==> config.mk <==
export PLATFORM = sky130hd
export DESIGN_NAME = hazard_ctrl
export DESIGN_NICKNAME = d
export VERILOG_FILES = /design/src/rtl/hazard_ctrl.sv
export SDC_FILE = /design/constraint.sdc
export NUM_CORES = 1
export LEC_CHECK = 0
export CORE_MARGIN = 4
export CORE_UTILIZATION = 45
export DETAILED_ROUTE_END_ITERATION = 10
export GPL_TIMING_DRIVEN = 0
export PLACE_DENSITY = 0.82
export SYNTH_ARGS = -nofsm -noshare
export SYNTH_HDL_FRONTEND = slang
export SYNTH_SLANG_ARGS = --single-unit
export TNS_END_PERCENT = 10
==> constraint.sdc <==
create_clock -name clk_i -period 2.3 [get_ports clk_i]
set_input_delay 0.23 -clock clk_i [delete_from_list [all_inputs] [get_ports clk_i]]
set_output_delay 0.23 -clock clk_i [all_outputs]
set_load 0.005 [all_outputs]
==> src/rtl/hazard_ctrl.sv <==
// rtl/hazard_ctrl.sv - hazard detection, stall/flush sequencing and perf counters
//
// Sequencing controller for a 5-stage pipeline (IF ID EX MEM WB) without
// forwarding. Control transfers resolve in MEM. A three-entry scoreboard
// mirrors the destination registers of the instructions in EX, MEM and WB.
// The scoreboard drives the stall and flush controls.
//
// Parameters:
//   WB_BYPASS  1: register file writes before it reads, so a WB producer is no hazard
//   CNT_W      width of the saturating stall/flush counters
//
// Ports:
//   clk_i          clock
//   rst_n          asynchronous active-low reset
//   id_rs_i/rt_i   source fields of the ID instruction
//   id_use_rs_i    ID instruction reads rs
//   id_use_rt_i    ID instruction reads rt
//   id_regwrite_i  ID instruction writes the register file
//   id_rd_i        final destination register of the ID instruction
//   mem_taken_i    redirect (taken branch / jump / jal / jr) in MEM
//   pc_write_o     PC load enable
//   ifid_write_o   IF/ID load enable
//   ifid_flush_o   load NOP into IF/ID
//   idex_flush_o   load bubble into ID/EX
//   exmem_flush_o  load bubble into EX/MEM
//   stall_cnt_o    saturating count of stall cycles
//   flush_cnt_o    saturating count of flush cycles

module hazard_ctrl #(
  parameter int unsigned WB_BYPASS = 0,
  parameter int unsigned CNT_W     = 16
) (
  input  logic             clk_i,
  input  logic             rst_n,
  input  logic [4:0]       id_rs_i,
  input  logic [4:0]       id_rt_i,
  input  logic             id_use_rs_i,
  input  logic             id_use_rt_i,
  input  logic             id_regwrite_i,
  input  logic [4:0]       id_rd_i,
  input  logic             mem_taken_i,
  output logic             pc_write_o,
  output logic             ifid_write_o,
  output logic             ifid_flush_o,
  output logic             idex_flush_o,
  output logic             exmem_flush_o,
  output logic [CNT_W-1:0] stall_cnt_o,
  output logic [CNT_W-1:0] flush_cnt_o
);

  localparam bit WB_HAZ = (WB_BYPASS == 0);

  typedef enum logic [1:0] {
    MODE_RUN   = 2'd0,
    MODE_STALL = 2'd1,
    MODE_FLUSH = 2'd2
  } mode_e;

  // Scoreboard entries, one per downstream stage
  logic       sb_ex_v_q,  sb_ex_v_d;
  logic [4:0] sb_ex_rd_q, sb_ex_rd_d;
  logic       sb_mem_v_q,  sb_mem_v_d;
  logic [4:0] sb_mem_rd_q, sb_mem_rd_d;
  logic       sb_wb_v_q,  sb_wb_v_d;
  logic [4:0] sb_wb_rd_q, sb_wb_rd_d;

  logic [CNT_W-1:0] stall_cnt_q, stall_cnt_d;
  logic [CNT_W-1:0] flush_cnt_q, flush_cnt_d;

  logic  rs_match;
  logic  rt_match;
  logic  haz;
  mode_e mode;

  function automatic logic reg_match(
    input logic [4:0] r,
    input logic       ex_v,  input logic [4:0] ex_rd,
    input logic       mem_v, input logic [4:0] mem_rd,
    input logic       wb_v,  input logic [4:0] wb_rd
  );
    logic m;
    m = (ex_v && (ex_rd == r)) || (mem_v && (mem_rd == r)) ||
        (WB_HAZ && wb_v && (wb_rd == r));
    // $0 is hardwired, so nothing ever waits on it
    return (r != 5'd0) && m;
  endfunction

  always_comb begin
    rs_match = reg_match(id_rs_i, sb_ex_v_q, sb_ex_rd_q, sb_mem_v_q, sb_mem_rd_q,
                         sb_wb_v_q, sb_wb_rd_q);
    rt_match = reg_match(id_rt_i, sb_ex_v_q, sb_ex_rd_q, sb_mem_v_q, sb_mem_rd_q,
                         sb_wb_v_q, sb_wb_rd_q);
    haz      = (id_use_rs_i && rs_match) || (id_use_rt_i && rt_match);
  end

  // Mode select: a redirect kills younger work, so it outranks a stall.
  // While reset is held the pipeline must free-run regardless of inputs.
  always_comb begin
    mode = MODE_RUN;
    if (!rst_n) begin
      mode = MODE_RUN;
    end else if (mem_taken_i) begin
      mode = MODE_FLUSH;
    end else if (haz) begin
      mode = MODE_STALL;
    end
  end

  always_comb begin
    pc_write_o    = 1'b1;
    ifid_write_o  = 1'b1;
    ifid_flush_o  = 1'b0;
    idex_flush_o  = 1'b0;
    exmem_flush_o = 1'b0;
    unique case (mode)
      MODE_FLUSH: begin
        ifid_flush_o  = 1'b1;
        idex_flush_o  = 1'b1;
        exmem_flush_o = 1'b1;
      end
      MODE_STALL: begin
        pc_write_o   = 1'b0;
        ifid_write_o = 1'b0;
        idex_flush_o = 1'b1;
      end
      default: ;
    endcase
  end

  // Scoreboard next state. WB always takes MEM, so a jal in MEM keeps
  // its $31 write through a flush.
  always_comb begin
    sb_wb_v_d   = sb_mem_v_q;
    sb_wb_rd_d  = sb_mem_rd_q;
    sb_mem_v_d  = sb_ex_v_q;
    sb_mem_rd_d = sb_ex_rd_q;
    sb_ex_v_d   = 1'b0;
    sb_ex_rd_d  = 5'd0;
    unique case (mode)
      MODE_RUN: begin
        sb_ex_v_d  = id_regwrite_i && (id_rd_i != 5'd0);
        sb_ex_rd_d = id_rd_i;
      end
      MODE_FLUSH: begin
        sb_mem_v_d  = 1'b0;
        sb_mem_rd_d = 5'd0;
      end
      default: ;
    endcase
  end

  always_comb begin
    stall_cnt_d = stall_cnt_q;
    flush_cnt_d = flush_cnt_q;
    if ((mode == MODE_STALL) && (stall_cnt_q != {CNT_W{1'b1}})) begin
      stall_cnt_d = stall_cnt_q + CNT_W'(1);
    end
    if ((mode == MODE_FLUSH) && (flush_cnt_q != {CNT_W{1'b1}})) begin
      flush_cnt_d = flush_cnt_q + CNT_W'(1);
    end
  end

  always_ff @(posedge clk_i or negedge rst_n) begin
    if (!rst_n) begin
      sb_ex_v_q   <= 1'b0;
      sb_ex_rd_q  <= 5'd0;
      sb_mem_v_q  <= 1'b0;
      sb_mem_rd_q <= 5'd0;
      sb_wb_v_q   <= 1'b0;
      sb_wb_rd_q  <= 5'd0;
      stall_cnt_q <= '0;
      flush_cnt_q <= '0;
    end else begin
      sb_ex_v_q   <= sb_ex_v_d;
      sb_ex_rd_q  <= sb_ex_rd_d;
      sb_mem_v_q  <= sb_mem_v_d;
      sb_mem_rd_q <= sb_mem_rd_d;
      sb_wb_v_q   <= sb_wb_v_d;
      sb_wb_rd_q  <= sb_wb_rd_d;
      stall_cnt_q <= stall_cnt_d;
      flush_cnt_q <= flush_cnt_d;
    end
  end

  assign stall_cnt_o = stall_cnt_q;
  assign flush_cnt_o = flush_cnt_q;

endmodule

==> metrics.yaml <==
grt:
  grt_pass1_wl_um: 8880
  grt_overflow: 0
  grt_max_degree: 27
  groute.layer.met2.usage_pct: 30.1
  antenna_found_initial: 0
  use_met3_pct: 3.77
  grt_use_total_pct: 17.6
  grt_pass1_vias: 1867
  grt_util_met1_pct: 21.6
  busiest_layer: "met2"
clock_network:
  clockBufferDepth: 2
  cts_tree: "done"
  insertion_delay_ns: 0.30
  htreeDepth: 2
  cts.clk_slew.worst_paths_ns: 0.09
  cts_root_buffer: "clkbuf_8"
  numClockSinks: 50
  numCtsBuffers: 5
place:
  gp_congestion: 0.861
  io_buffers: 57
  dp_slack_ns: -0.528
  dp.cells: 345
  dp_hpwl_um: 4010
sta:
  maxSlewViolCount: 0
  fin_ws_ns: 0.0472
  rsz0062_at_grt: "true"
  final-setup-viol-count: 0
  period_minus_slack_ns: 2.25
  tightestPinTransition_ns: 1.04
  fin_skew_ns: 0.00947
  finalCritPeriodShare_pct: 97.9
  max_freq_mhz: 444
  slew_headroom_pct: 30.6
  hold_violations: 0
critical_path:
  reg2reg_slack_ns: 0.05
  crit_required_ns: 2.49
  worstSetupStartpointType: "flip-flop"
  crit_chain: "xor2_1, nor4_1, nand3_1, a31o_4, buf_4, a21oi_4, buf_6, nand3_4, xnor2_2"
  path_class: "flip-flop to flip-flop"
  slowest_stage: "dfrtp_1"
  arrival_ns: 2.45
  path_max_fanout: 5
  max_stage_delay_ns: 0.44
  end_kind: "flip-flop"
detailed_routing:
  drtIter0Drc: 90
  ant_nets: 0
  post_drt_wl_per_cell_um: 15.5
  wl_um: 5670
  vias: 1860
  viasPerCell: 5.08
  drtPass1Iterations: 4
  drc: 0
floorplan:
  initial_core_util_pct: 46.8
  die_h_um: 81.4
  core_area_um2: 5170
  io_pins: 58
  die_w_um: 81.4
  row_count: 26
  fp.dieArea_um2: 6620
pwr:
  p_leak_nw: 1.50
  p_per_area_nw_per_um2: 608
  p_seq_share_pct: 51.1
  power_frac_clock_pct: 28.9
  worst_ir_drop_vdd_mv: 0.464
  netSwitchingFraction_pct: 26.2
  intPower_mw: 1.55
  combPwrFrac_pct: 20.0
  netSwitchingPower_mw: 0.552
yosys:
  seq_area_frac_synth_pct: 51.7
  ys_warn_count: 0
  synth_edf_count: 0
  syn_area_um2: 2420
  syn_area_per_cell_um2: 11.2
  synthArstFlopShare_pct: 100
  synth_top_area_share_pct: 51.7
  yosysTopAreaCell: "dfrtp_1"
  synth_ff_type: "dfrtp_1"
  synth-seq-cells: 50
  yosysMostFrequentCell: "dfrtp_1"
  synth.area.top_cells: "dfrtp_1 52%, xor2_1 12%, xnor2_1 9.8%"
  synth.lib_cells_used.distinct: 30
  syn-num-nets: 240
  synth_common_cells: "50 x dfrtp_1, 32 x xor2_1, 27 x xnor2_1"
  synthCells: 217
outcome:
  outcome: "finished clean"
cells_and_area:
  area_delta_synth_final_pct: 42.8
  final_core_util_pct: 66.9
  drive_gt1_share_pct: 16.6
  num_antenna_cells: 0
  finalNonFillerCells: 366
  final_nets: 318
job:
  cap_violations: 0
worst_hold_path:
  hold_class: "flip-flop to flip-flop"
-- area by class of cell --
type / instances / area, um2
buffer: 3 / 26.3
clock buffer: 6 / 72.6
clock inverter: 2 / 37.5
fill: 398 / 1710
inverter: 4 / 15.0
multi-input combinational: 160 / 1270
sequential: 50 / 1250
tap: 70 / 87.6
timing repair buffer: 71 / 697
-- registers in the layout, summed over array words and instances, names as in the netlist --
name / flops
sb_ex_v_q: 1
sb_mem_v_q: 1
sb_ex_rd_q: 5
sb_wb_rd_q: 5
sb_wb_v_q: 1
stall_cnt_o: 16
sb_mem_rd_q: 5
flush_cnt_o: 16
-- stage by stage --
stage / area [um2] / hold WS (ns) / TNS (ns) / total power, mW
global route: 3460 / 0.413 / -0.562 / 2.22
CTS: 3320 / 0.415 / -0.0181 / 2.11
detailed placement: 3090 / 0.261 / -4.78 / 1.49
global placement: 3080 / 0.391 / -94.12 / 1.47
finish: 3460 / 0.406 / 0 / 2.10
floorplan: 2420 / -0.0656 / 0 / 1.23
-- power groups by stage --
stage,sequential [mW],clock (mW),combinational [mW]
global placement,1.08,0,0.384
CTS,1.07,0.623,0.419
floorplan,1.08,0,0.155
finish,1.07,0.608,0.421
global route,1.09,0.670,0.457
detailed placement,1.09,0,0.402
-- worst max-delay path, delay by kind of cell (launching register included) --
kind	cells	cell delay (ns)
AND/OR/NAND/NOR	3	0.52
XOR/XNOR	2	0.33
AO/OA/AOI/OAI	2	0.52
flip-flops	1	0.44
buffers and inverters	2	0.33
-- what timing repair did --
item	in CTS	in global routing
pin swaps	12	15
setup buffers	7	2
hold buffers	3	0
endpoints found under the setup margin	3	18
gates resized for setup	29	21
gates cloned	0	1
hold endpoints to repair	24	0
-- worst paths after layout --
path                                      from         endpoint  cells after the start
worst min-delay path                sb_mem_v_q        sb_wb_v_q                      0
min in group asynchronous                rst_n  stall_cnt_o[13]                      4
max in group asynchronous                rst_n   flush_cnt_o[2]                      3
worst max-delay path            sb_mem_rd_q[2]  stall_cnt_o[13]                      9
worst min register to register      sb_mem_v_q        sb_wb_v_q                      0
worst max register to register  sb_mem_rd_q[2]  stall_cnt_o[13]                      9
-- placed cells by master, fill, tap and decap left out, types with 2 or more instances in the layout --
master           netlist  routed
and2_1                12      12
dfrtp_1               50      50
clkbuf_8               0       5
nor4_1                 6       4
nand2_4                0       2
xor2_1                32      29
buf_6                  1       6
a31o_4                 0       2
clkdlybuf4s50_1        0      43
xnor2_1               27      24
nand3_4                0       3
buf_12                 0       2
nor2_1                10       9
inv_1                  4       4
xnor2_2                0       3
o21ai_0                3       3
and3_1                 4       4
xor2_2                 0       3
buf_4                  2       7
or4_1                  2       2
buf_2                  0       3
ha_1                   2       2
nor4_2                 0       2
dlygate4sd2_1          0      10
nand3_1               19      15
nand2_1               17      15
nand4_1                8       8
and4_1                 3       3
dlygate4sd3_1          0       2
mux2_2                 2       2
-- per-layer routing --
metal  routed length (um)  vias up  part of all wire [%]
li1                     -      892                     -
met1                 2380      901                    42
met2                 2920       63                    51
met3                  320        4                   5.6
met4                   53        0                  0.94
met5                    0        -                     0
-- cell families (layout without fill, tap and decap cells) --
| logic type | after synthesis | count (layout) | synth area share, % |
|---|---|---|---|
| flip-flops | 50 | 50 | 51.7 |
| buffers and inverters | 7 | 86 | 1.71 |
| XOR/XNOR | 59 | 59 | 21.3 |
| adder cells (fa/ha/maj) | 2 | 2 | 1.03 |
| AO/OA/AOI/OAI | 10 | 10 | 3.36 |
| multiplexers | 2 | 2 | 0.930 |
| AND/OR/NAND/NOR | 87 | 87 | 19.9 |
Note: power is estimated with default switching activity, not from simulation.
